==> src/rtl/pwm_capture_pkg.sv <==
// Shared definitions for the PWM capture block: register map, bit fields and FSM states.
package pwm_pkg;

    localparam int REG_CTRL   = 0;
    localparam int REG_STATUS = 1;
    localparam int REG_PERIOD = 2;
    localparam int REG_HIGH   = 3;

    localparam int CTRL_EN     = 0;
    localparam int CTRL_IRQ_EN = 1;

    localparam int ST_VALID  = 0;
    localparam int ST_OVF    = 1;
    localparam int ST_LEVEL  = 2;
    localparam int ST_MISSED = 3;

    typedef enum logic [1:0] {IDLE, ARM, MEAS} cap_state_t;

endpackage

==> src/rtl/pwm_capture_if.sv <==
// APB bus bundle between a master and the PWM capture slave.
interface pwm_capture_if #(
    parameter int ADDR_W = 4,
    parameter int DATA_W = 16
);
    logic              psel;
    logic              penable;
    logic              pwrite;
    logic [ADDR_W-1:0] paddr;
    logic [DATA_W-1:0] pwdata;
    logic [DATA_W-1:0] prdata;
    logic              pready;
    logic              pslverr;

    modport master (
        output psel, penable, pwrite, paddr, pwdata,
        input  prdata, pready, pslverr
    );

    modport slave (
        input  psel, penable, pwrite, paddr, pwdata,
        output prdata, pready, pslverr
    );
endinterface

==> src/rtl/pwm_capture_sync.sv <==
// Brings the asynchronous PWM input into the pclk domain and flags its edges.
module pwm_in_sync (
    input  logic clk,
    input  logic rst_n,
    input  logic i_async,
    output logic o_level,
    output logic o_rise,
    output logic o_fall
);
    logic r_s1;
    logic r_s2;
    logic r_s3;

    // Two synchronizer stages followed by a delay stage used for edge detection.
    always_ff @(posedge clk or negedge rst_n) begin
        if (!rst_n) begin
            r_s1 <= 1'b0;
            r_s2 <= 1'b0;
            r_s3 <= 1'b0;
        end else begin
            r_s1 <= i_async;
            r_s2 <= r_s1;
            r_s3 <= r_s2;
        end
    end

    assign o_level = r_s2;
    assign o_rise  = r_s2 & ~r_s3;
    assign o_fall  = ~r_s2 & r_s3;
endmodule

==> src/rtl/pwm_capture.sv <==
// APB slave that measures period and high time of an external PWM signal.
module pwm_capture
    import pwm_pkg::*;
#(
    parameter int CNT_W  = 16,
    parameter int ADDR_W = 4,
    parameter int DATA_W = 16
) (
    input  logic          pclk,
    input  logic          presetn,
    pwm_capture_if.slave  apb,
    input  logic          pwm_in,
    output logic          irq
);
    localparam logic [CNT_W-1:0] CNT_MAX = '1;

    cap_state_t        r_state;
    cap_state_t        w_nextState;
    logic [CNT_W-1:0]  r_cnt;
    logic [CNT_W-1:0]  r_hcnt;
    logic [CNT_W-1:0]  r_period;
    logic [CNT_W-1:0]  r_high;
    logic [CNT_W-1:0]  r_highShadow;
    logic              r_en;
    logic              r_irqEn;
    logic              r_valid;
    logic              r_ovf;
    logic              r_missed;
    logic              r_irq;

    logic              w_level;
    logic              w_rise;
    logic              w_fall;
    logic              w_unusedFall;
    logic              w_access;
    logic              w_err;
    logic              w_wrEn;
    logic              w_ctrlWr;
    logic              w_statWr;
    logic              w_periodRd;
    logic              w_clear;
    logic              w_restart;
    logic              w_capture;
    logic              w_overflow;
    logic [DATA_W-1:0] w_rdata;

    pwm_in_sync u_sync (
        .clk     (pclk),
        .rst_n   (presetn),
        .i_async (pwm_in),
        .o_level (w_level),
        .o_rise  (w_rise),
        .o_fall  (w_fall)
    );

    assign w_unusedFall = w_fall;

    // Bus decode; writes to read-only or unmapped words are rejected with an error.
    assign w_access   = apb.psel & apb.penable;
    assign w_err      = w_access & ((apb.paddr > ADDR_W'(REG_HIGH)) |
                        (apb.pwrite & ((apb.paddr == ADDR_W'(REG_PERIOD)) |
                                       (apb.paddr == ADDR_W'(REG_HIGH)))));
    assign w_wrEn     = w_access & apb.pwrite & ~w_err;
    assign w_ctrlWr   = w_wrEn & (apb.paddr == ADDR_W'(REG_CTRL));
    assign w_statWr   = w_wrEn & (apb.paddr == ADDR_W'(REG_STATUS));
    assign w_periodRd = w_access & ~apb.pwrite & (apb.paddr == ADDR_W'(REG_PERIOD));

    // Capture FSM state register.
    always_ff @(posedge pclk or negedge presetn) begin
        if (!presetn) r_state <= IDLE;
        else          r_state <= w_nextState;
    end

    // Next state: disabling always wins, otherwise arm, wait for a rise, and re-arm on overflow.
    always_comb begin
        w_nextState = r_state;
        if (!r_en) begin
            w_nextState = IDLE;
        end else begin
            case (r_state)
                IDLE:    w_nextState = ARM;
                ARM:     if (w_rise) w_nextState = MEAS;
                MEAS:    if (w_overflow) w_nextState = ARM;
                default: w_nextState = IDLE;
            endcase
        end
    end

    // Per-state control strobes for the counters and result registers.
    always_comb begin
        w_clear    = (r_state == IDLE);
        w_restart  = r_en & w_rise & ((r_state == ARM) | (r_state == MEAS));
        w_capture  = r_en & w_rise & (r_state == MEAS);
        w_overflow = r_en & ~w_rise & (r_state == MEAS) & (r_cnt == CNT_MAX);
    end

    // Period and high-time counters, restarted on every rise.
    always_ff @(posedge pclk or negedge presetn) begin
        if (!presetn) begin
            r_cnt  <= '0;
            r_hcnt <= '0;
        end else if (w_clear || w_overflow) begin
            r_cnt  <= '0;
            r_hcnt <= '0;
        end else if (w_restart) begin
            r_cnt  <= CNT_W'(1);
            r_hcnt <= CNT_W'(1);
        end else if (r_state == MEAS) begin
            r_cnt  <= r_cnt + CNT_W'(1);
            r_hcnt <= r_hcnt + {{(CNT_W-1){1'b0}}, w_level};
        end
    end

    // Result registers, plus the HIGH shadow refreshed by each PERIOD read.
    always_ff @(posedge pclk or negedge presetn) begin
        if (!presetn) begin
            r_period     <= '0;
            r_high       <= '0;
            r_highShadow <= '0;
        end else begin
            if (w_capture) begin
                r_period <= r_cnt;
                r_high   <= r_hcnt;
            end
            if (w_periodRd) r_highShadow <= r_high;
        end
    end

    // Control register.
    always_ff @(posedge pclk or negedge presetn) begin
        if (!presetn) begin
            r_en    <= 1'b0;
            r_irqEn <= 1'b0;
        end else if (w_ctrlWr) begin
            r_en    <= apb.pwdata[CTRL_EN];
            r_irqEn <= apb.pwdata[CTRL_IRQ_EN];
        end
    end

    // Sticky status flags; a hardware set in the same cycle overrides a software clear.
    always_ff @(posedge pclk or negedge presetn) begin
        if (!presetn) begin
            r_valid  <= 1'b0;
            r_ovf    <= 1'b0;
            r_missed <= 1'b0;
        end else begin
            r_valid  <= w_capture |
                        (r_valid & ~(w_statWr & apb.pwdata[ST_VALID]));
            r_ovf    <= w_overflow |
                        (r_ovf & ~(w_statWr & apb.pwdata[ST_OVF]));
            r_missed <= (w_capture & r_valid) |
                        (r_missed & ~(w_statWr & apb.pwdata[ST_MISSED]));
        end
    end

    // Level interrupt, registered one cycle behind the flags.
    always_ff @(posedge pclk or negedge presetn) begin
        if (!presetn) r_irq <= 1'b0;
        else          r_irq <= r_irqEn & (r_valid | r_ovf);
    end

    // Read mux, driven only during read transfers.
    always_comb begin
        w_rdata = '0;
        if (apb.psel && !apb.pwrite) begin
            case (apb.paddr)
                ADDR_W'(REG_CTRL): begin
                    w_rdata[CTRL_EN]     = r_en;
                    w_rdata[CTRL_IRQ_EN] = r_irqEn;
                end
                ADDR_W'(REG_STATUS): begin
                    w_rdata[ST_VALID]  = r_valid;
                    w_rdata[ST_OVF]    = r_ovf;
                    w_rdata[ST_LEVEL]  = w_level;
                    w_rdata[ST_MISSED] = r_missed;
                end
                ADDR_W'(REG_PERIOD): w_rdata[CNT_W-1:0] = r_period;
                ADDR_W'(REG_HIGH):   w_rdata[CNT_W-1:0] = r_highShadow;
                default:             w_rdata = '0;
            endcase
        end
    end

    assign apb.prdata  = w_rdata;
    assign apb.pready  = 1'b1;
    assign apb.pslverr = w_err;
    assign irq         = r_irq;
endmodule

==> src/flat_wrapper.sv <==
// flat-port wrapper written by rule: the top's interface ports become plain ports
module pwm_capture_flat import pwm_pkg::*;
#(
    parameter int CNT_W  = 16,
    parameter int ADDR_W = 4,
    parameter int DATA_W = 16
)
  (pclk, presetn, pwm_in, irq, apb_psel, apb_penable, apb_pwrite, apb_paddr, apb_pwdata, apb_prdata, apb_pready, apb_pslverr);
  pwm_capture_if #(.ADDR_W(ADDR_W), .DATA_W(DATA_W)) apb_i ();
  input  logic pclk;
  input  logic presetn;
  input  logic pwm_in;
  output logic irq;
  input wire logic [$bits(apb_i.psel)-1:0] apb_psel;
  input wire logic [$bits(apb_i.penable)-1:0] apb_penable;
  input wire logic [$bits(apb_i.pwrite)-1:0] apb_pwrite;
  input wire logic [$bits(apb_i.paddr)-1:0] apb_paddr;
  input wire logic [$bits(apb_i.pwdata)-1:0] apb_pwdata;
  output wire logic [$bits(apb_i.prdata)-1:0] apb_prdata;
  output wire logic [$bits(apb_i.pready)-1:0] apb_pready;
  output wire logic [$bits(apb_i.pslverr)-1:0] apb_pslverr;
  assign apb_i.psel = apb_psel;
  assign apb_i.penable = apb_penable;
  assign apb_i.pwrite = apb_pwrite;
  assign apb_i.paddr = apb_paddr;
  assign apb_i.pwdata = apb_pwdata;
  assign apb_prdata = apb_i.prdata;
  assign apb_pready = apb_i.pready;
  assign apb_pslverr = apb_i.pslverr;
  pwm_capture #(.CNT_W(CNT_W), .ADDR_W(ADDR_W), .DATA_W(DATA_W)) u_core (.pclk(pclk), .presetn(presetn), .apb(apb_i), .pwm_in(pwm_in), .irq(irq));
endmodule
==> config.mk <==
export PLATFORM = sky130hd
export DESIGN_NAME = pwm_capture_flat
export DESIGN_NICKNAME = d
export VERILOG_FILES = /design/src/rtl/pwm_capture_pkg.sv /design/src/rtl/pwm_capture_if.sv /design/src/rtl/pwm_capture_sync.sv /design/src/rtl/pwm_capture.sv /design/src/flat_wrapper.sv
export SDC_FILE = /design/constraint.sdc
export NUM_CORES = 1
export LEC_CHECK = 0
export CORE_MARGIN = 2
export CORE_UTILIZATION = 55
export DETAILED_ROUTE_END_ITERATION = 16
export PLACE_DENSITY = 0.84
export SKIP_CTS_REPAIR_TIMING = 1
export SLEW_MARGIN = 15
export SYNTH_ARGS = -nofsm -noshare
export SYNTH_HDL_FRONTEND = slang
export SYNTH_HIERARCHICAL = 1
export SYNTH_SLANG_ARGS = --single-unit
==> constraint.sdc <==
create_clock -name pclk -period 5.9 [get_ports pclk]
set_clock_uncertainty 0.1 [all_clocks]
set_input_delay 0.885 -clock pclk [delete_from_list [all_inputs] [get_ports pclk]]
set_output_delay 0.885 -clock pclk [all_outputs]
set_load 0.03 [all_outputs]
==> run summary, run 1 <==
min-delay src - u_core/u_sync/r_s1
Tcrit/Tclk final - 70.0%
worst reg2reg path startpoint - u_core/r_state[0]
number of global-route vias before repair - 3006
die area - 0.00840 mm^2
Horiz. Die Dim - 91.7 um
layout cells sized above 1 - 18.1%
slowest CP cell - clkdlybuf4s50_1
# H-tree levels - 3
first drt pass iteration count - 4
Critical Path AT - 3.14 ns
DR vias - 2852
reg2reg end - u_core/r_hcnt[15]
maxcap violations - 0
core area - 0.00733 mm^2
required time worst endpoint - 4.91 ns
max_slew headroom - 32.5%
diode count - 0
Critical Path, Cell by Cell - clkdlybuf4s50_1 > nor3_1 > and2_1 > a22oi_1 > nor2_1 > clkdlybuf4s50_1
Most common cell on crit path - clkdlybuf4s50_1
CP Capture Type - output pin
hpwl dp - 5570 um
row count - 31
Initial Util - 57.7%
GRT overflow - 0
clk root buf - clkbuf_8
worst setup margin - 1.77 ns
clock sinks - 91
port bufs - 30
CTS tree - built
CP Buf/Inv Count - 2
post-route setup TNS - 0 ns
Final setup viols - 0
Power Dens Cells - 233 mW/mm^2
TritonCTS Buffers - 9
WHS Endpoint - u_core/u_sync/o_level
HP Class - reg -> reg
Filler cells - 527
GPL Wtd Cong - 0.799
Place WS - 1.77 ns
Max clock buf depth - 2
DRC Markers - 0
register-to-register setup slack - 2.83 ns
routed vias/inst - 5.75
worst-margin pin slew - 1.01 ns
fin crit period - 4.13 ns
Hold Path Stages - 0
outcome - complete, no violations
wire per inst - 16.2 um
Final Max Slew Viols - 0
Synth Net Count - 400
Syn Std Cell Area - 0.00423 mm^2
Max FO, Critical Path - 13
Routed WL - 8030 um
Leakage - 0.00206 uW
largest net degree at the start of global routing - 69
Storage cell area - 0.00228 mm^2
antenna violations before repair - 0
Reg2Reg Depth - 6
Critical Path Max Stage Delay - 0.69 ns
Max IR drop VDD - 0.000133 V
Net count, final - 424
clock input transition at the sequential cells of the worst setup and hold paths - 0.08 ns
final-report hold violation count - 0
syn avg cell area - 11.5 um^2
clk_lat worst skew - 0.36 ns
Mapped Cells - 368
Ports - 45
first-pass GRT wire length - 14400 um
Crit Path Category - in -> out
gr usage total - 21.6%
chip height - 91.7 um
RSZ-0062 raised after global routing - false
Max Freq - 242 MHz
Yosys Warn Count - 6
DRT iter0 DRCs - 264
Top delay family on crit path - buffers and inverters
Layout area overhead - 12.8%
Final ANT Viol Nets - 0
multi-input logic area - 0.00183 mm^2
Startpoint Class - input pin
## metal layers
layer | track usage [%] | wire length (um)
met4 | 9.22 | 138
met5 | 0 | 0
met2 | 35.2 | 4030
met1 | 29.0 | 3610
met3 | 3.04 | 243
## cell usage in the layout, fill, tap and decap left out, drive strengths merged, types with 4 or more instances in the layout
master / instances
dfrtp: 91
o21ai: 6
nor3: 8
xor2: 6
inv: 6
mux2: 48
ha: 6
mux2i: 5
nor2: 50
a22oi: 14
nor2b: 5
nand3: 13
nand4: 9
xnor2: 20
clkbuf: 10
nand2: 23
clkinv: 4
clkdlybuf4s50: 29
nor4: 7
and3: 4
## final cells by class
cell class | count | area share [%]
sequential | 91 | 47.8
clock inverter | 6 | 1.37
timing repair buffer | 31 | 6.41
inverter | 6 | 0.473
multi-input combinational | 253 | 38.5
clock buffer | 10 | 2.89
tap | 99 | 2.60
## flip-flops by register name, indices dropped and copies added, names as in the netlist
name	cells
u_core/r_missed	1
u_core/u_sync/r_s1	1
u_core/r_highShadow	16
u_core/r_ovf	1
u_core/r_en	1
u_core/r_high	16
u_core/r_irqEn	1
u_core/u_sync/o_level	1
u_core/r_hcnt	16
u_core/irq	1
u_core/r_period	16
u_core/u_sync/r_s3	1
u_core/r_state	2
u_core/r_valid	1
u_core/r_cnt	16
## worst register-to-register path: cells and delay by family, from the launching register on
kind | cells | cell delay [ns]
buffers and inverters | 1 | 0.10
adders and majority gates | 1 | 0.68
AOI/OAI and AO/OA | 2 | 0.91
DFF | 1 | 0.44
and+or+nand+nor | 2 | 0.73
## how the worst max path moves through the flow
stage | start | endpoint | slack, ns | cells after the start
2_1_floorplan | apb_paddr[0] | apb_prdata[10] | 2.74 | 6
3_3_place_gp | apb_paddr[0] | apb_prdata[6] | 1.77 | 6
3_5_place_dp | apb_paddr[0] | apb_prdata[14] | 1.77 | 6
4_1_cts | apb_paddr[0] | apb_prdata[14] | 1.76 | 6
5_1_grt | apb_paddr[0] | apb_prdata[6] | 1.55 | 6
6_report | apb_paddr[0] | apb_prdata[15] | 1.77 | 6
## report_power, final
part	switching, uW	internal (uW)
Sequential	6.18	627
Clock	211	207
Combinational	38.5	20.0
## stage by stage
| step | total power [uW] | hold WS (ns) | cell area, um^2 | utilization (%) | std cells |
|---|---|---|---|---|---|
| floorplan | 680 | 0.231 | 4230 | - | 368 |
| global placement | 704 | 0.235 | 4560 | 62.2 | 480 |
| detailed placement | 705 | 0.235 | 4560 | 62.2 | 480 |
| CTS | 1120 | 0.256 | 4770 | 65.0 | 496 |
| global route | 1160 | 0.278 | 4770 | 65.0 | 496 |
| finish | 1110 | 0.254 | 4770 | 65.0 | 496 |
No activity file was read; power rests on OpenSTA's default activity.
==> run 2, diff against run 1 <==
==> constraint.sdc (replaced) <==
create_clock -name pclk -period 4.04 [get_ports pclk]
set_clock_uncertainty 0.1 [all_clocks]
set_input_delay 0.606 -clock pclk [delete_from_list [all_inputs] [get_ports pclk]]
set_output_delay 0.606 -clock pclk [all_outputs]
set_load 0.03 [all_outputs]
==> run summary, run 2 (same netlist as run 1, synthesis figures left out) <==
outcome - complete, no violations
Final setup viols - 0
Layout area overhead - 13.8%
layer with the highest usage - met2
Startpoint Class - input pin
required time worst endpoint - 3.33 ns
Max FO, Critical Path - 13
row count - 31
clk_lat worst skew - 0.35 ns
Net count, final - 428
DRC Markers - 0
Tcrit/Tclk final - 86.2%
chip height - 91.7 um
post-route setup TNS - 0 ns
Crit Path Category - in -> out
worst setup margin - 0.559 ns
Routed WL - 8380 um
routed vias/inst - 5.74
slowest CP cell - clkdlybuf4s50_1
Leakage - 0.00209 uW
HP Class - in -> async
largest net degree at the start of global routing - 92
Critical Path AT - 2.78 ns
Place WS - 0.573 ns
RSZ-0062 raised after global routing - false
clk root buf - clkbuf_8
Max Freq - 287 MHz
first-pass GRT wire length - 14300 um
GRT overflow - 0
number of global-route vias before repair - 2889
M2 GR Usage - 36.0%
CTS tree - built
diode count - 0
hpwl dp - 5610 um
Power Dens Cells - 344 mW/mm^2
antenna violations before repair - 0
wire per inst - 16.8 um
GR Util met1 - 29.3%
CP Buf/Inv Count - 2
DR vias - 2868
Filler cells - 525
CP Capture Type - output pin
maxcap violations - 0
Top delay family on crit path - buffers and inverters
core area - 0.00733 mm^2
Initial Util - 57.7%
GRT met3 Usage - 3.53%
Min Hold Slack - 0.206 ns
worst-margin pin slew - 0.786 ns
fin crit period - 3.48 ns
Critical Path, Cell by Cell - clkdlybuf4s50_1 > nor3_1 > and2_1 > a22oi_1 > nor2_1 > clkdlybuf4s50_1
Final Max Slew Viols - 0
Max clock buf depth - 2
Horiz. Die Dim - 91.7 um
Critical Path Max Stage Delay - 0.69 ns
DRT iter0 DRCs - 214
clock sinks - 91
clock input transition at the sequential cells of the worst setup and hold paths - 0.08 ns
port bufs - 30
most frequent cells in the layout - dfrtp_1 (91), nor2_1 (50), mux2_2 (48)
GPL Wtd Cong - 0.809
gr usage total - 21.8%
Ports - 45
Storage cell area - 0.00228 mm^2
TritonCTS Buffers - 9
first drt pass iteration count - 5
multi-input logic area - 0.00183 mm^2
Final ANT Viol Nets - 0
most common cell after layout, fill and taps aside - dfrtp_1
final-report hold violation count - 0
Most common cell on crit path - clkdlybuf4s50_1
# H-tree levels - 3
max_slew headroom - 47.6%
layout cells sized above 1 - 19.0%
die area - 0.00840 mm^2
Max IR drop VDD - 0.000155 V
[run 2: changes by cell type in the layout (fill, tap and decap cells not counted), sizes merged]
cell	before	now
inv	6	7
buf	2	6
clkbuf	10	11
clkinv	4	2
[run 2: area by class of cell]
cell class | count | share of cell area [%]
multi-input combinational | 253 | 38.1
sequential | 91 | 47.4
inverter | 6 | 0.468
clock inverter | 5 | 1.25
timing repair buffer | 35 | 7.05
tap | 99 | 2.58
clock buffer | 11 | 3.15
[run 2: power by group]
group	switching [uW]	internal [uW]	total, uW
clock network	317	322	639
logic	58.1	32.2	90.3
registers	9.29	916	925
[run 2: path summary, 6_finish.rpt]
kind,endpoint,slack [ns],from,depth (start not counted)
max in group asynchronous,u_core/r_highShadow[13],3.11,presetn,1
worst min-delay path,u_core/r_high[4],0.21,presetn,1
worst max register to register,u_core/r_cnt[7],1.29,u_core/r_state[0],8
worst min register to register,u_core/u_sync/o_level,0.26,u_core/u_sync/r_s1,0
worst max-delay path,apb_prdata[15],0.56,apb_paddr[0],6
min in group pclk,u_core/u_sync/o_level,0.26,u_core/u_sync/r_s1,0
[run 2: routing by layer]
metal	share of wire (%)	wire length [um]	up-vias
met2	52	4330	57
met4	1.3	113	0
met5	0	0	-
met3	3.4	282	10
li1	-	-	1349
met1	44	3650	1452
[run 2: metrics by stage]
stage	utilization, %	power, uW	std cells	cell area (um^2)
after floorplan	-	993	368	4230
after global placement	62.7	1030	484	4590
after detailed placement	62.7	1030	484	4590
after CTS	65.5	1670	500	4800
after global routing	65.6	1720	500	4810
final	65.6	1650	500	4810
